File: src/rtl/gray_pkg.sv
// Shared definitions for Gray-code consumers: FSM state encoding and
// sizing helpers.
package gray_pkg;

    typedef enum logic [1:0] {
        IDLE  = 2'd0,
        SHIFT = 2'd1,
        DONE  = 2'd2
    } state_t;

    // Bits needed to hold a bit index in the range 0..num_pin.
    function automatic int unsigned idx_width(input int unsigned num_pin);
        return (num_pin < 1) ? 1 : $clog2(num_pin + 1);
    endfunction

endpackage

File: src/rtl/gray_step_check.sv
// Flags when two Gray words differ in more than one bit position,
// i.e. the second word is not a legal single Gray step from the first.
module gray_step_check #(
    parameter int unsigned NUM_PIN = 3
) (
    input  logic [NUM_PIN:0] word_a,
    input  logic [NUM_PIN:0] word_b,
    output logic             multi_bit
);

    logic [NUM_PIN:0] diff;

    // Clearing the lowest set bit leaves something only if two or more were set.
    always_comb begin
        diff      = word_a ^ word_b;
        multi_bit = |(diff & (diff - {{NUM_PIN{1'b0}}, 1'b1}));
    end

endmodule

File: src/rtl/gray2bin_serial.sv
// Serial Gray-to-binary decoder: accepts a Gray word, resolves it MSB-first one
// bit per clock and presents the binary word, flagging illegal Gray steps.
module gray2bin_serial
    import gray_pkg::*;
#(
    parameter int unsigned NUM_PIN = 3
) (
    input  logic             clk,
    input  logic             rst_n,
    input  logic [NUM_PIN:0] gray_in,
    input  logic             in_valid,
    output logic             in_ready,
    output logic [NUM_PIN:0] bin_out,
    output logic             out_valid,
    input  logic             out_ready,
    output logic             step_err
);

    localparam int unsigned   IW      = idx_width(NUM_PIN);
    localparam logic [IW-1:0] IDX_MSB = IW'(NUM_PIN);

    state_t           state_q, state_d;
    logic [NUM_PIN:0] shadow_q, shadow_d;
    logic [NUM_PIN:0] work_q, work_d;
    logic [NUM_PIN:0] bin_q, bin_d;
    logic [NUM_PIN:0] prev_q, prev_d;
    logic [IW-1:0]    idx_q, idx_d;
    logic             acc_q, acc_d;
    logic             prev_valid_q, prev_valid_d;
    logic             step_err_q, step_err_d;
    logic             in_ready_q, in_ready_d;
    logic             out_valid_q, out_valid_d;
    logic             multi_bit;

    gray_step_check #(
        .NUM_PIN (NUM_PIN)
    ) u_step_check (
        .word_a    (gray_in),
        .word_b    (prev_q),
        .multi_bit (multi_bit)
    );

    always_comb begin
        state_d      = state_q;
        shadow_d     = shadow_q;
        work_d       = work_q;
        bin_d        = bin_q;
        prev_d       = prev_q;
        idx_d        = idx_q;
        acc_d        = acc_q;
        prev_valid_d = prev_valid_q;
        step_err_d   = step_err_q;

        unique case (state_q)
            IDLE: begin
                if (in_valid) begin
                    shadow_d     = gray_in;
                    work_d       = '0;
                    idx_d        = IDX_MSB;
                    acc_d        = 1'b0;
                    step_err_d   = prev_valid_q & multi_bit;
                    prev_d       = gray_in;
                    prev_valid_d = 1'b1;
                    state_d      = SHIFT;
                end
            end
            SHIFT: begin
                acc_d         = acc_q ^ shadow_q[idx_q];
                work_d[idx_q] = acc_d;
                if (idx_q == '0) begin
                    bin_d   = work_d;
                    state_d = DONE;
                end else begin
                    idx_d = idx_q - 1'b1;
                end
            end
            DONE: begin
                if (out_ready) begin
                    step_err_d = 1'b0;
                    state_d    = IDLE;
                end
            end
            default: state_d = IDLE;
        endcase

        // Handshake flags get their own flops so outputs never decode from state.
        in_ready_d  = (state_d == IDLE);
        out_valid_d = (state_d == DONE);
    end

    always_ff @(posedge clk or negedge rst_n) begin
        if (!rst_n) begin
            state_q      <= IDLE;
            shadow_q     <= '0;
            work_q       <= '0;
            bin_q        <= '0;
            prev_q       <= '0;
            idx_q        <= '0;
            acc_q        <= 1'b0;
            prev_valid_q <= 1'b0;
            step_err_q   <= 1'b0;
            in_ready_q   <= 1'b1;
            out_valid_q  <= 1'b0;
        end else begin
            state_q      <= state_d;
            shadow_q     <= shadow_d;
            work_q       <= work_d;
            bin_q        <= bin_d;
            prev_q       <= prev_d;
            idx_q        <= idx_d;
            acc_q        <= acc_d;
            prev_valid_q <= prev_valid_d;
            step_err_q   <= step_err_d;
            in_ready_q   <= in_ready_d;
            out_valid_q  <= out_valid_d;
        end
    end

    assign in_ready  = in_ready_q;
    assign out_valid = out_valid_q;
    assign bin_out   = bin_q;
    assign step_err  = step_err_q;

endmodule
File: config.mk
export PLATFORM = sky130hd
export DESIGN_NAME = gray2bin_serial
export DESIGN_NICKNAME = d
export VERILOG_FILES = /design/src/rtl/gray_pkg.sv /design/src/rtl/gray_step_check.sv /design/src/rtl/gray2bin_serial.sv
export SDC_FILE = /design/constraint.sdc
export NUM_CORES = 1
export LEC_CHECK = 0
export CAP_MARGIN = 15
export CORE_MARGIN = 3
export CORE_UTILIZATION = 52
export CTS_CLUSTER_SIZE = 16
export DETAILED_ROUTE_END_ITERATION = 8
export GPL_TIMING_DRIVEN = 0
export PLACE_DENSITY = 0.87
export SETUP_SLACK_MARGIN = 0.4
export SLEW_MARGIN = 20
export SYNTH_ARGS = -nofsm -noshare
export SYNTH_HDL_FRONTEND = slang
export SYNTH_SLANG_ARGS = --single-unit
File: constraint.sdc
create_clock -name clk -period 2.14 [get_ports clk]
set_input_delay 0.428 -clock clk [delete_from_list [all_inputs] [get_ports clk]]
set_output_delay 0.428 -clock clk [all_outputs]
set_load 0.05 [all_outputs]
**After elaboration in Yosys (flattened, before gate mapping)**

Cells that the tools add are included.

- Bits in registers: 21
- Bits in latches: 0
- Bits in writable memories: 0
- Memory bits (read-only): 0
- Input bits: 8
- Output and inout bits: 7
- Word-level logic and storage cells: 55
- Memories: 0

- Add/subtract/negate cells: 2
- $mul: 0
- Div/mod/pow operators: 0
- Magnitude comparators: 2
- Equality and inequality tests: 6
- Shifts and indexed selects: 0
- Multiplexer cells: 19
- Bitwise operators: 4
- Reductions and logical operators: 12

Operators by type and width:

| operator | number |
|---|---|
| $mux W2 | 5 |
| $pmux W4 S2 | 1 |
| $logic_not A2 Y1 | 3 |
| $ne A2 B2 Y1 const B | 3 |
| $pmux W2 S3 | 1 |
| $reduce_and A2 Y1 | 3 |
| $reduce_and A3 Y1 | 2 |
| $mux W1 | 5 |
| $and A4 B4 Y4 | 1 |
| $bwmux W4 | 1 |
| $eq A2 B2 Y1 const B | 2 |
| $mux W4 | 1 |
| $pmux W1 S2 | 2 |
| $pmux W2 S2 | 1 |
| $reduce_bool A2 Y1 | 2 |
| $reduce_or A4 Y1 | 1 |
| $sub A4 B1 Y4 const B | 1 |
| $xor A4 B4 Y4 | 1 |
| $lt A2 B3 Y1 const B | 1 |
| $bmux W1 S2 | 1 |
| $demux W1 S2 | 1 |
| $eq A2 B1 Y1 const B | 1 |
| $ge A2 B1 Y1 const B | 1 |
| $sub A2 B1 Y2 const B | 1 |
| 3 further kinds | 3 |

**Depth between registers and ports, before layout**

- Depth after elaboration: 7
- Depth in mapped cells: 6
- Mapped depth without buffers: 5

**By module**

A second synthesis with hierarchy kept.

- Cells, all modules: 94
- Area total of the unflattened synthesis: 1074.8 µm²

Modules (own cells, without submodules):

| module | times used | cells each | area each (µm²) | sequential area each (µm²) |
|---|---|---|---|---|
| gray2bin_serial | 1 | 87 | 1021.0 | 526.8 |
| gray_step_check | 1 | 7 | 53.8 | 0.0 |

**Worst setup path after synthesis**

OpenSTA, ideal clock, no wires.

- Path kind: register to register
- From: reg idx_q[0]
- To: reg work_q[1]
- Library setup time: 0.122 ns
- Data arrival time: 1.415 ns
- Required time: 2.018 ns
- Slack: 0.604 ns
- Cell stages (with the launch flop): 4
- Path buffers: 0
- Cells stage by stage: dfrtp_1 > mux4_2 > xor2_2 > a32o_1

- Word-level cells in the longest chain between the ends: 6
- Elaborated cells on any way between the ends: 10
- Those cells by class: order compare: 2; mux: 6; bitwise: 1; reduce/logical: 1

RTL lines:

| what | RTL line | source |
|---|---|---|
| start, declared | gray2bin_serial.sv:27 | `logic [IW-1:0] idx_q, idx_d;` |
| start signal, assigned | gray2bin_serial.sv:110 | `idx_q <= idx_d;` |
| $lt A2 B3 Y1 (implied by the code) or $ge A2 B1 Y1 (tied branches) | gray2bin_serial.sv:69 | `work_d[idx_q] = acc_d;` |
| $logic_and A1 B1 Y1 (implied by the code) | gray2bin_serial.sv:69 |  |
| $mux W1 (implied by the code) | gray2bin_serial.sv:69 |  |
| $demux W1 S2 | gray2bin_serial.sv:69 |  |
| $bwmux W4 (*) | gray2bin_serial.sv:69 |  |
| $pmux W4 S2 (*) | gray2bin_serial.sv:54 | `unique case (state_q)` |
| end signal, assigned | gray2bin_serial.sv:107 | `work_q <= work_d;` |
| end, declared | gray2bin_serial.sv:24 | `logic [NUM_PIN:0] work_q, work_d;` |

Mark *: on every way between the ends. The rest lies on a longest branch, timed or not. The select of a mux whose other input is x is not followed.
A chain may end at the register's enable or synchronous reset.

**Worst setup path after layout**

- From: reg in_ready_q (netlist: in_ready)
- To: out in_ready

RTL lines:

| what | RTL line | source |
|---|---|---|
| start, declared | gray2bin_serial.sv:31 | `logic in_ready_q, in_ready_d;` |
| start signal, assigned | gray2bin_serial.sv:114 | `in_ready_q <= in_ready_d;` |
| end, declared | gray2bin_serial.sv:12 | `output logic in_ready,` |

No word-level cell between the ends.

==> metrics.log <==
INFO  metric start_kind = flop
INFO  metric critPathTopFamily = flip-flops
INFO  metric port-buffer-count = 14
INFO  metric crit_path_end_kind = output port
INFO  metric die_area = 2510 um^2
INFO  metric worstSetupPathType = flop to output port
INFO  metric layout_commonest_cell = sky130_fd_sc_hd__dfrtp_1
INFO  metric ant_nets = 0
INFO  metric worst-endpoint-required = 1.71 ns
INFO  metric routed_wire_length_per_instance = 14.2 um
INFO  metric mappedNetlistNets = 99
INFO  metric tritoncts = yes
INFO  metric p_leak = 0.553 nW
INFO  metric syn_area = 1010 um^2
INFO  metric syn_area_per_cell = 11.6 um^2
INFO  metric period_share = 80.6%
INFO  metric final_core_util = 68.9%
INFO  metric biggest_area_contributors_in_the_synthesized_netlist = sky130_fd_sc_hd__dfrtp_1, sky130_fd_sc_hd__ha_1, sky130_fd_sc_hd__mux2_2
INFO  metric drc = 0
INFO  metric final_max_slew_viol_count = 0
INFO  metric crit_path_max_incr_delay = 0.53 ns
INFO  metric synth_ff_type = sky130_fd_sc_hd__dfrtp_1
INFO  metric netSwitchingPower = 883 uW
INFO  metric timing.critical_path.cells = clkdlybuf4s15_1
INFO  metric first_global_vias = 672
INFO  metric cts_hold_repair.buffers = 0
INFO  metric max-slew-margin-rel = 42.6%
INFO  metric clock_power_share = 10.8%
INFO  metric die_height = 50.1 um
INFO  metric synth.yosys.seq_area_share = 49.5%
INFO  metric die-width = 50.1 um
INFO  metric status = complete, no violations
INFO  metric avgViaCountPerCell = 5.50
INFO  metric hold_viol = 0
INFO  metric clock_sinks = 20
INFO  metric placement_rows = 15
INFO  metric power = 1.99 mW
INFO  metric timing.critical_path.fanout_max = 1
INFO  metric initial_standard_cell_utilization_of_the_core = 56.8%
INFO  metric antenna_found_initial = 0
INFO  metric insertion_delay = 0.29 ns
INFO  metric gp_routability_congestion = 0.782
INFO  metric power_switching_share = 44.5%
INFO  metric vdd.ir_drop.worst = 0.000965 V
INFO  metric worst-path-buf-inv = 1
INFO  metric power_density = 1620 nW/um^2
INFO  metric mostFrequentLayoutCells = sky130_fd_sc_hd__dfrtp_1, sky130_fd_sc_hd__o21ai_0, sky130_fd_sc_hd__clkdlybuf4s50_1, sky130_fd_sc_hd__dlygate4sd2_1, sky130_fd_sc_hd__nor2b_1
INFO  metric placeableCoreArea = 1780 um^2
INFO  metric proportion_of_layout_cells_with_a_drive_suffix_above_1 = 17.1%
INFO  metric setup_viol = 0
INFO  metric cpMaxStageDelayCell = sky130_fd_sc_hd__dfstp_2
INFO  metric drt-total-wl = 1.84 mm
INFO  metric critPathArrivalTime = 1.30 ns
INFO  metric ys_warn_count = 0
INFO  metric vias_after_detailed_routing = 715
INFO  metric synth_enable_flop_cells = 0
INFO  metric library_cell_occupying_the_most_area_in_the_post_synthesis_netlist = sky130_fd_sc_hd__dfrtp_1
INFO  metric netlist.area_leader.share = 46.9%
INFO  metric worstHoldPathType = flop to flop
INFO  metric grt_setup_unrepaired = yes
INFO  metric grtUsageTotal = 15.9%
INFO  metric cts_h_tree_depth = 1
INFO  metric yosys.cell_types.count = 32
INFO  metric n_antenna_cell = 0
INFO  metric clock_tree.buffer_depth = 2
INFO  metric synth.ff_latch_count = 20
INFO  metric internal-power = 1.10 mW
INFO  metric layout.nets = 118
INFO  metric grt_first_pass_wirelength = 2.95 mm
INFO  metric hpwlAfterDp = 1.39 mm
INFO  metric setup_tns_final = 0 ns
INFO  metric cts.reportedPaths.clkPinSlew = 0.10 ns
INFO  metric timing_worst_slew_pin_value = 0.858 ns
INFO  metric fmaxAchievable = 580 MHz
INFO  metric skew = 0.00853 ns
INFO  metric seqPwrFrac = 34.0%
INFO  metric cell_count_after_synthesis = 87
INFO  metric layout_min_cycle_time = 1.73 ns
INFO  metric max-cap-violations = 0
INFO  metric globalRoute.totalOverflow = 0
INFO  metric drt_pass1_iterations = 4
INFO  metric io_pins = 15
INFO  metric clockRootBuffer = sky130_fd_sc_hd__clkbuf_4
INFO  metric grt_max_degree = 21
INFO  metric async_flop_share = 100%
INFO  metric tritoncts.num_buffers = 3
INFO  metric detail_route.iter0.violations = 11
INFO  metric comb_power_share = 55.2%
INFO  metric syn_to_final_growth = 21.2%
power by group through the flow:
| stage | combinational [mW] | sequential (mW) | clock, mW |
|---|---|---|---|
| after floorplan | 0.634 | 0.854 | 0 |
| after global placement | 1.06 | 0.668 | 0 |
| after detailed placement | 1.10 | 0.683 | 0 |
| after CTS | 1.06 | 0.671 | 0.221 |
| after global routing | 1.18 | 0.698 | 0.242 |
| final | 1.10 | 0.675 | 0.214 |
flip-flops by register name (all words and copies together), names as in the netlist:
name and cells:
prev_q 4, idx_q 2, work_q 3, bin_out 4, step_err 1, out_valid 1
prev_valid_q 1, in_ready 1, acc_q 1, state_q 2
what timing repair did:
action                                  in CTS  in global routing
endpoints found under the hold margin        0                  0
pin swaps                                    0                  0
resized for setup                            7                  4
setup buffers                                0                  0
endpoints found under the setup margin       7                  6
layout make-up:
class / instances / area, um^2
tap: 25 / 31.3
buffer: 3 / 15.0
timing repair buffer: 14 / 133
multi-input combinational: 62 / 504
fill: 139 / 554
clock buffer: 4 / 36.3
inverter: 2 / 7.51
sequential: 20 / 502
worst register-to-register path, stage by stage (launching register included):
cell and delay, ns:
sky130_fd_sc_hd__dfrtp_1 0.48, sky130_fd_sc_hd__mux4_2 0.62, sky130_fd_sc_hd__xor2_2 0.20, sky130_fd_sc_hd__a32o_1 0.27
routing by layer:
layer	global-route usage, %	vias to the layer above	routed length [um]
met2	28.9	11	986
met3	2.97	2	56
met5	0	-	0
met1	17.1	355	784
met4	8.29	0	16
li1	-	347	-
path summary, 6_finish.rpt:
path,startpoint,endpoint,slack [ns],cells after the start
min in group asynchronous,rst_n,bin_out[2]$_DFFE_PN0P_,0.61,1
max,in_ready$_DFF_PN1_,in_ready,0.41,1
min,prev_valid_q$_DFFE_PN0P_,prev_valid_q$_DFFE_PN0P_,0.50,1
min reg2reg,prev_valid_q$_DFFE_PN0P_,prev_valid_q$_DFFE_PN0P_,0.50,1
max in group asynchronous,rst_n,prev_q[0]$_DFFE_PN0P_,1.00,1
max reg2reg,idx_q[0]$_DFFE_PN0P_,work_q[2]$_DFFE_PN0P_,0.48,3
cells in the mapped netlist (2+ instances only):
cell	count
sky130_fd_sc_hd__a21oi_1	4
sky130_fd_sc_hd__nand2b_1	3
sky130_fd_sc_hd__o21ai_0	8
sky130_fd_sc_hd__clkbuf_1	2
sky130_fd_sc_hd__mux2i_1	3
sky130_fd_sc_hd__xor2_1	4
sky130_fd_sc_hd__nor2b_1	5
sky130_fd_sc_hd__a21o_1	3
sky130_fd_sc_hd__or2_2	2
sky130_fd_sc_hd__inv_1	2
sky130_fd_sc_hd__a32o_1	3
sky130_fd_sc_hd__ha_1	4
sky130_fd_sc_hd__nand2_1	3
sky130_fd_sc_hd__dfrtp_1	19
sky130_fd_sc_hd__nor2_1	2
sky130_fd_sc_hd__mux2_2	4
metrics by stage:
| step | instance area (um^2) | hold slack (ns) | instances | setup slack, ns |
|---|---|---|---|---|
| after floorplan | 1010 | 0.132 | 87 | 0.604 |
| after global placement | 1180 | 0.464 | 126 | 0.237 |
| after detailed placement | 1180 | 0.477 | 126 | 0.166 |
| after CTS | 1210 | 0.503 | 130 | 0.366 |
| after global routing | 1230 | 0.512 | 130 | 0.357 |
| final | 1230 | 0.495 | 130 | 0.415 |
cells by family (layout without fill, tap and decap cells):
| group | Yosys count | count (layout) | share of synthesized area, % |
|---|---|---|---|
| fa+ha+maj | 4 | 4 | 4.94 |
| simple gates | 20 | 20 | 12.1 |
| flops | 20 | 20 | 49.5 |
| xor+xnor | 6 | 6 | 5.93 |
| compound gates | 24 | 24 | 15.9 |
| mux | 8 | 8 | 9.63 |
| buf+inv | 5 | 23 | 1.98 |
No activity file was read; power rests on OpenSTA's default activity.
